--- config.mk ---
export PLATFORM = sky130hd
export DESIGN_NAME = overture_out_fifo
export DESIGN_NICKNAME = d
export VERILOG_FILES = /design/src/rtl/overture_io_pkg.sv /design/src/rtl/overture_fifo_ram.sv /design/src/rtl/overture_out_fifo.sv
export SDC_FILE = /design/constraint.sdc
export NUM_CORES = 1
export LEC_CHECK = 0
export ABC_AREA = 1
export BUFFER_PORTS_ARGS = -buffer_cell sky130_fd_sc_hd__clkbuf_2
export CAP_MARGIN = 20
export CORE_MARGIN = 4
export CORE_UTILIZATION = 60
export CTS_CLUSTER_DIAMETER = 80
export DETAILED_ROUTE_END_ITERATION = 16
export PLACE_DENSITY = 0.78
export SYNTH_ARGS = -nofsm -noshare
export SYNTH_HDL_FRONTEND = slang
export SYNTH_SLANG_ARGS = --single-unit
--- constraint.sdc ---
create_clock -name clk -period 2.7 [get_ports clk]
set_input_delay 0.135 -clock clk [delete_from_list [all_inputs] [get_ports clk]]
set_output_delay 0.135 -clock clk [all_outputs]
set_load 0.01 [all_outputs]
--- src/rtl/overture_io_pkg.sv ---
// rtl/overture_io_pkg.sv - shared types and constants for the overture CPU output path
//
// Purpose: byte type, default FIFO depth and statistics counter widths
// shared by overture_out_fifo and overture_fifo_ram.
// Ports: none (package).

package overture_io_pkg;

    typedef logic [7:0] byte_t;

    localparam int DEFAULT_DEPTH = 16;
    localparam int BYTE_COUNT_W  = 16;
    localparam int DROP_COUNT_W  = 8;

endpackage

--- src/rtl/overture_fifo_ram.sv ---
// rtl/overture_fifo_ram.sv - FIFO storage array, one write port and one read port
//
// Purpose: byte storage for overture_out_fifo. The storage has no reset.
// Ports:
//   clk      - clock
//   wr_en    - write strobe
//   wr_addr  - write address
//   wr_data  - write byte
//   rd_addr  - read address; the caller drives it from a register
//   rd_data  - byte stored at rd_addr

module overture_fifo_ram
    import overture_io_pkg::*;
#(
    parameter int DEPTH = DEFAULT_DEPTH,
    parameter int AW    = $clog2(DEPTH)
) (
    input  logic          clk,
    input  logic          wr_en,
    input  logic [AW-1:0] wr_addr,
    input  logic [7:0]    wr_data,
    input  logic [AW-1:0] rd_addr,
    output logic [7:0]    rd_data
);

    byte_t mem_q [DEPTH];

    always_ff @(posedge clk) begin
        if (wr_en) begin
            mem_q[wr_addr] <= wr_data;
        end
    end

    // Read address is a flop in the caller and the array is flops, so the
    // output has no path from this cycle's write data.
    assign rd_data = mem_q[rd_addr];

endmodule

--- src/rtl/overture_out_fifo.sv ---
// rtl/overture_out_fifo.sv - CPU output byte FIFO with valid/ready drain side
//
// Purpose: buffers bytes strobed out by the CPU and presents them in order on
// a valid/ready interface. Drops bytes when full and flags it stickily.
// Optional statistics ports when OVERTURE_OUT_FIFO_STATS_EN is defined.
// Ports:
//   clk, rst                  - clock, asynchronous active-low reset
//   arch_output_enable/value  - CPU output strobe and byte
//   flush                     - synchronous discard of all buffered bytes
//   out_valid/out_ready/data  - drain interface, head of FIFO
//   level                     - occupancy 0..DEPTH
//   overflow                  - sticky drop flag
//   byte_count, drop_count    - accepted pushes (wrapping) / drops (saturating),
//                               present only with OVERTURE_OUT_FIFO_STATS_EN

module overture_out_fifo
    import overture_io_pkg::*;
#(
    parameter int    UUID  = 0,
    parameter string NAME  = "",
    parameter int    DEPTH = DEFAULT_DEPTH
) (
    input  logic                   clk,
    input  logic                   rst,
    input  logic                   arch_output_enable,
    input  logic [7:0]             arch_output_value,
    input  logic                   flush,
    output logic                   out_valid,
    input  logic                   out_ready,
    output logic [7:0]             out_data,
    output logic [$clog2(DEPTH):0] level,
    output logic                   overflow
`ifdef OVERTURE_OUT_FIFO_STATS_EN
    ,
    output logic [BYTE_COUNT_W-1:0] byte_count,
    output logic [DROP_COUNT_W-1:0] drop_count
`endif
);

    localparam int AW    = $clog2(DEPTH);
    localparam int LVL_W = AW + 1;

    logic [AW-1:0]    wr_ptr_q, wr_ptr_d;
    logic [AW-1:0]    rd_ptr_q, rd_ptr_d;
    logic [LVL_W-1:0] level_q, level_d;
    logic             overflow_q, overflow_d;

    logic full, empty, pop, push, drop, wr_en;

    assign full  = (level_q == LVL_W'(DEPTH));
    assign empty = (level_q == '0);
    assign pop   = !empty && out_ready;
    // A pop in the same cycle frees the head slot, so a full FIFO still accepts.
    assign push  = arch_output_enable && (!full || pop);
    assign drop  = arch_output_enable && full && !pop;
    assign wr_en = push && !flush;

    always_comb begin
        wr_ptr_d   = wr_ptr_q;
        rd_ptr_d   = rd_ptr_q;
        level_d    = level_q;
        overflow_d = overflow_q;
        if (flush) begin
            wr_ptr_d   = '0;
            rd_ptr_d   = '0;
            level_d    = '0;
            overflow_d = 1'b0;
        end else begin
            // Pointers are AW bits wide and wrap naturally at DEPTH.
            if (push) wr_ptr_d = wr_ptr_q + AW'(1);
            if (pop)  rd_ptr_d = rd_ptr_q + AW'(1);
            if (push && !pop)      level_d = level_q + LVL_W'(1);
            else if (pop && !push) level_d = level_q - LVL_W'(1);
            if (drop) overflow_d = 1'b1;
        end
    end

    always_ff @(posedge clk or negedge rst) begin
        if (!rst) begin
            wr_ptr_q   <= '0;
            rd_ptr_q   <= '0;
            level_q    <= '0;
            overflow_q <= 1'b0;
        end else begin
            wr_ptr_q   <= wr_ptr_d;
            rd_ptr_q   <= rd_ptr_d;
            level_q    <= level_d;
            overflow_q <= overflow_d;
        end
    end

    overture_fifo_ram #(
        .DEPTH (DEPTH),
        .AW    (AW)
    ) u_ram (
        .clk     (clk),
        .wr_en   (wr_en),
        .wr_addr (wr_ptr_q),
        .wr_data (arch_output_value),
        .rd_addr (rd_ptr_q),
        .rd_data (out_data)
    );

    assign out_valid = !empty;
    assign level     = level_q;
    assign overflow  = overflow_q;

`ifdef OVERTURE_OUT_FIFO_STATS_EN
    logic [BYTE_COUNT_W-1:0] byte_count_q, byte_count_d;
    logic [DROP_COUNT_W-1:0] drop_count_q, drop_count_d;

    always_comb begin
        byte_count_d = byte_count_q;
        drop_count_d = drop_count_q;
        if (flush) begin
            byte_count_d = '0;
            drop_count_d = '0;
        end else begin
            if (push) byte_count_d = byte_count_q + BYTE_COUNT_W'(1);
            if (drop && (drop_count_q != '1)) drop_count_d = drop_count_q + DROP_COUNT_W'(1);
        end
    end

    always_ff @(posedge clk or negedge rst) begin
        if (!rst) begin
            byte_count_q <= '0;
            drop_count_q <= '0;
        end else begin
            byte_count_q <= byte_count_d;
            drop_count_q <= drop_count_d;
        end
    end

    assign byte_count = byte_count_q;
    assign drop_count = drop_count_q;
`endif

endmodule

==> results.cfg, run 1 <==
[global_route]
grt_pass1_vias = 3852
grt_max_degree = 67
antenna_found_initial = 0
track_usage_pct = 24.3
grt_pass1_wl_mm = 20.7
grt-ovfl-total = 0

[sta]
period_needed_ps = 2550
drv_slew = 0
slew_headroom_pct = 53.2
hold_viol = 0
finalSetupTns_ps = 0
finClkSkew_ps = 7.48
fin_ws_ps = 153
worst_hold_slack_ps = 59.7
rsz0062_at_grt = false
setup_viol = 0
worst_slew_pin_slew_ps = 699
finalCritPeriodShare_pct = 94.3
timing.fmax_mhz = 393

[final_layout]
fin_nets = 557
final-instance-count-excl-fill = 680
final_util_pct = 70.4
multi_input_area_um2 = 1670
diodes = 0
nFillCells = 699
drive_gt1_share_pct = 16.5
seqCellArea_um2 = 4200
area_growth_pct = 13.7

[cts]
htreeDepth = 4
cts_tree = built
clock_path_buffers = 2
cts_setup_buffers = 0
path_clk_slew_ps = 60
clk_latency_ps = 510
cts_buffers = 17
clkSinkCount = 142
clock-root-buffer = clkbuf_8

[logic_synthesis]
synthFlopType = edfxtp_1
netlist_top_cells_area = edfxtp_1, nor2_1, dfrtp_1
synth_edf_count = 128
postSynthAreaPerCell_um2 = 12.1
yosys_warnings = 0
post-synth-top-area-fraction_pct = 63.3
synth_seq_cells = 142
synth_cells = 501
synthArstFlopShare_pct = 9.86
synth_nets = 524
yosysTopAreaCell = edfxtp_1
synth_cell_types = 33
synth_area_um2 = 6080
ys_seq_area_share_pct = 69.0

[place]
port_buffers = 27
dpl.hpwl_mm = 8.28
pre_cts_slack_ps = 500
placedCellCount = 644
gp_congestion = 0.886

[detailed_routing]
drc = 0
drt-pass1-iter-count = 8
viasPerCell = 6.00
drt_iter0_markers = 523
wl_mm = 13.4
ant_nets = 0
wl_per_cell_um = 19.7
dr_total_vias = 4082

[setup_path]
r2r-start = level[0]
cp-end-kind = output pin
arrival_ps = 2410
worst_path_largest_cell_delay_ps = 510
critical_path_required_ps = 2570
startpoint_type = register
critPathSlowestCell = buf_4
crit_fanout = 66
crit_start = rd_ptr_q[0]
critical_path_class = register to output pin
cp_cell_sequence = buf_4, o21ai_0, o211ai_1, o211ai_1, nand2_1, clkbuf_2
cp_common_cell = o211ai_1

[power]
p_leak_uw = 0.00240
power_density_nw_per_um2 = 896
ir_drop_uv = 758

[worst_hold_path]
hold_class = primary input to async pin

[floorplanning]
pin_count = 28
die_y_um = 109
die_w_um = 109
start_util_pct = 61.9
core_um2 = 9820
die_area_um2 = 11800
rows = 36

[job]
max_cap_viol_count = 0

[run_status]
outcome = finished, final reports clean
[kinds of logic after synthesis]
kind of cell	after synthesis	share of synthesized area, %
AO/OA/AOI/OAI	116	11.3
XOR/XNOR	4	0.577
adder cells (fa/ha/maj)	10	2.18
buffers and inverters	40	3.46
flip-flops	142	69.0
AND/OR/NAND/NOR	189	13.5
[registers in the layout, summed over array words and instances (netlist names)]
register     cells
level            5
u_ram.mem_q    128
rd_ptr_q         4
overflow         1
wr_ptr_q         4
[layout by cell type, fill, tap and decap left out, drive strengths merged]
cell	instances
o21a	1
dlygate4sd3	4
edfxtp	128
clkinvlp	6
a21oi	4
clkinv	5
o211ai	32
nor3	1
nor2	123
dfrtp	14
ha	9
buf	8
a21o	1
o21ai	77
inv	17
clkbuf	44
nand2	35
a31oi	1
fa	1
bufinv	2
xor2	4
nand3	30
[power breakdown]
group	internal [uW]	switching, uW
logic	445	958
registers	2470	93.7
clock network	1320	900
total	4240	1950
[per-stage QoR]
stage | power, uW | area, um2
final | 6190 | 6910
after global routing | 6500 | 6910
after CTS | 6210 | 6900
after detailed placement | 3970 | 6290
after global placement | 3930 | 6290
after floorplan | 3600 | 6080
[metal layers]
| layer | vias to the layer above | track usage [%] | wire length [um] | share of wire [%] |
|---|---|---|---|---|
| li1 | 1863 | - | - | - |
| met1 | 1971 | 32.5 | 5340 | 40 |
| met2 | 223 | 39.0 | 6730 | 50 |
| met3 | 25 | 5.98 | 1070 | 8.0 |
| met4 | 0 | 8.84 | 243 | 1.8 |
| met5 | - | 0 | 0 | 0 |
[what timing repair did]
item	CTS	global route
resized for setup	0	2
setup endpoints to repair	0	3
hold buffers	4	0
hold endpoints to repair	21	0
[cell usage after synthesis, types with 4 or more instances]
cell type / instances
o211ai_1: 32
nand3_1: 28
inv_1: 10
o21ai_0: 63
dfrtp_1: 14
buf_2: 7
o21ai_1: 12
nor2_1: 110
clkbuf_1: 11
xor2_1: 4
buf_6: 4
nor2_2: 11
nand2_1: 33
edfxtp_1: 128
ha_1: 9
[critical path: cells and delay by family, from the launching register on]
family	cells	cell delay, ps
DFF	1	400
buffers and inverters	2	650
and+or+nand+nor	1	110
AOI/OAI and AO/OA	3	710
[area by class of cell]
class | instances | area share (%)
sequential | 142 | 60.8
multi-input combinational | 319 | 24.2
clock buffer | 17 | 5.99
timing repair buffer | 39 | 3.40
tap | 133 | 2.41
clock inverter | 15 | 2.34
inverter | 15 | 0.887
[final timing paths]
kind                                      endpoint  slack [ps]  depth (start not counted)
worst min-delay path                      level[3]          60                          2
worst min register to register            overflow         500                          2
worst max-delay path                   out_data[7]         150                          6
max in group asynchronous              rd_ptr_q[1]        2340                          2
worst max register to register  u_ram.mem_q[12][7]         440                          8
min in group clk                       rd_ptr_q[0]          70                          4
(Power assumes the default switching activity.)
==> inputs of run 2 (changes only) <==
--- a/config.mk
+++ b/config.mk
@@ -5,7 +5,6 @@
 export SDC_FILE = /design/constraint.sdc
 export NUM_CORES = 1
 export LEC_CHECK = 0
-export ABC_AREA = 1
 export BUFFER_PORTS_ARGS = -buffer_cell sky130_fd_sc_hd__clkbuf_2
 export CAP_MARGIN = 20
 export CORE_MARGIN = 4
==> results.cfg, run 2 <==
[run_status]
outcome = finished, final reports clean

[floorplanning]
pin_count = 28
die_y_um = 107
start_util_pct = 62.4
die_w_um = 107
core_um2 = 9370
die_area_um2 = 11400
rows = 35

[sta]
finClkSkew_ps = 12.5
drv_slew = 0
hold_viol = 0
rsz0062_at_grt = false
worst_slew_pin_slew_ps = 1080
setup_viol = 0
timing.fmax_mhz = 394
slew_headroom_pct = 27.7
worst_hold_slack_ps = 21.9
finalSetupTns_ps = 0
finalCritPeriodShare_pct = 94.0
period_needed_ps = 2540

[logic_synthesis]
synth_cell_types = 41
synthMuxAreaShare_pct = 13.4
synthArstFlopShare_pct = 9.86
synthFlopType = edfxtp_1
synth_area_um2 = 5840
synth_seq_cells = 142
synth_cells = 316
synth_xor_area_share_pct = 1.20
synth_fa_ha_area_share_pct = 2.27
ys_seq_area_share_pct = 71.8
synth_most_common_cell = edfxtp_1
yosys_warnings = 0
netlist_top_cells_area = edfxtp_1, mux4_2, dfrtp_1
synth-compound-area-share_pct = 4.37
synth_nets = 339
post-synth-top-area-fraction_pct = 65.8
synth_top_family_by_area = multiplexers
synthSimpleGateAreaFrac_pct = 5.69
synth_common_cells = edfxtp_1, mux4_2, nor2_1, a22oi_1, nand2_1
postSynthAreaPerCell_um2 = 18.5
synth_edf_count = 128
yosysTopAreaCell = edfxtp_1

[final_layout]
area_growth_pct = 15.8
final_common_cell = edfxtp_1
top_register = u_ram.mem_q
fin_nets = 384
nFillCells = 576
diodes = 0
drive_gt1_share_pct = 30.2
largest_reg_flops = 128
mostFrequentLayoutCells = edfxtp_1, mux4_2, nor2_1

[detailed_routing]
wl_per_cell_um = 23.1
ant_nets = 0
viasPerCell = 6.15
drt-pass1-iter-count = 5
wl_mm = 11.6
drt_iter0_markers = 310
dr_total_vias = 3091
drc = 0

[global_route]
track_usage_pct = 22.6
grt_max_degree = 36
grt-ovfl-total = 0
antenna_found_initial = 0
grt_pass1_wl_mm = 18.3
grt_pass1_vias = 3191

[power]
p_leak_uw = 0.00231
ir_drop_uv = 766
p_clk_share_pct = 37.0
p_switching_uw = 1650
pwr-share-seq_pct = 42.3
power_density_nw_per_um2 = 883
p_comb_share_pct = 20.6
intPower_uw = 4330
p_sw_share_pct = 27.6

[worst_hold_path]
hold_path_startpoint = arch_output_enable
hold_class = primary input to register

[cts]
clock_path_buffers = 2
htreeDepth = 4
clkSinkCount = 142
cts_tree = built
clk_latency_ps = 530
path_clk_slew_ps = 70
cts_buffers = 17
clock-root-buffer = clkbuf_8

[setup_path]
r2r-start = level[1]
worst_path_largest_cell_delay_ps = 580
cp_cell_sequence = or4_4, nand2_1, nand3_1, buf_4, ha_1, a211o_1, o21a_1, o211ai_1, a31oi_1
cp-end-kind = register
crit_start = level[1]
arrival_ps = 2940
startpoint_type = register
critical_path_class = register to register
crit_fanout = 5
critPathSlowestCell = or4_4
critical_path_required_ps = 3110

[job]
max_cap_viol_count = 0

[place]
port_buffers = 27
gp_congestion = 0.824
dpl.hpwl_mm = 7.24
run 2: critical path: cells and delay by family (launching register included):
kind,cells,cell delay (ps)
buffers and inverters,1,180
DFF,1,440
AOI/OAI and AO/OA,4,710
adders and majority gates,1,310
and+or+nand+nor,3,780
run 2: logic make-up (layout without fill, tap and decap cells):
family | after synthesis | in the layout
flip-flops | 142 | 142
AND/OR/NAND/NOR | 67 | 67
multiplexers | 38 | 38
AO/OA/AOI/OAI | 33 | 33
buffers and inverters | 18 | 76
adder cells (fa/ha/maj) | 10 | 10
XOR/XNOR | 8 | 8
run 2: power by group through the flow:
| stage | sequential (uW) | clock [uW] | combinational [uW] |
|---|---|---|---|
| floorplan | 2580 | 0 | 872 |
| global placement | 2570 | 0 | 1190 |
| detailed placement | 2580 | 0 | 1220 |
| CTS | 2530 | 2220 | 1230 |
| global route | 2540 | 2350 | 1350 |
| finish | 2530 | 2210 | 1230 |
run 2: final cells by class:
type	count	area, um2	share of cell area [%]
inverters	3	11.3	0.166
clock buffers	17	414	6.12
clock inverters	15	151	2.24
flip-flops and latches	142	4200	62.0
multi-input cells	156	1580	23.3
repair buffers	41	258	3.81
well taps	129	161	2.38
run 2: path summary, 6_finish.rpt:
check                      cells after the start           to  slack, ps
max                                            9     level[4]        160
min                                            3     level[4]         20
max reg2reg                                    9     level[4]        160
min reg2reg                                    2     overflow        520
max in group asynchronous                      2  rd_ptr_q[0]       2330
min in group asynchronous                      2     level[2]         60
run 2: timing repair:
item / 4_1_cts / 5_1_grt
setup buffers: 0 / 2
setup endpoints to repair: 0 / 1
hold buffers: 2 / 0
gates resized for setup: 0 / 2
hold endpoints to repair: 15 / 0
run 2: per-stage QoR:
step           cell area, um2  std cells  utilization (%)  total power [uW]  setup slack, ps
2_1_floorplan            5840        316                -              3460              125
3_3_place_gp             6170        467             65.8              3760              193
3_5_place_dp             6170        467             65.8              3800              114
4_1_cts                  6750        501             72.0              5990             99.6
5_1_grt                  6770        503             72.2              6240             5.43
6_report                 6770        503             72.2              5980              163
run 2: metal layers:
metal	track usage [%]	routed length (um)	vias to the layer above	part of all wire (%)
met5	0	0	-	0
met4	6.76	188	0	1.6
met3	5.36	744	17	6.4
met2	36.7	6020	129	52
met1	30.9	4670	1589	40
li1	-	-	1356	-
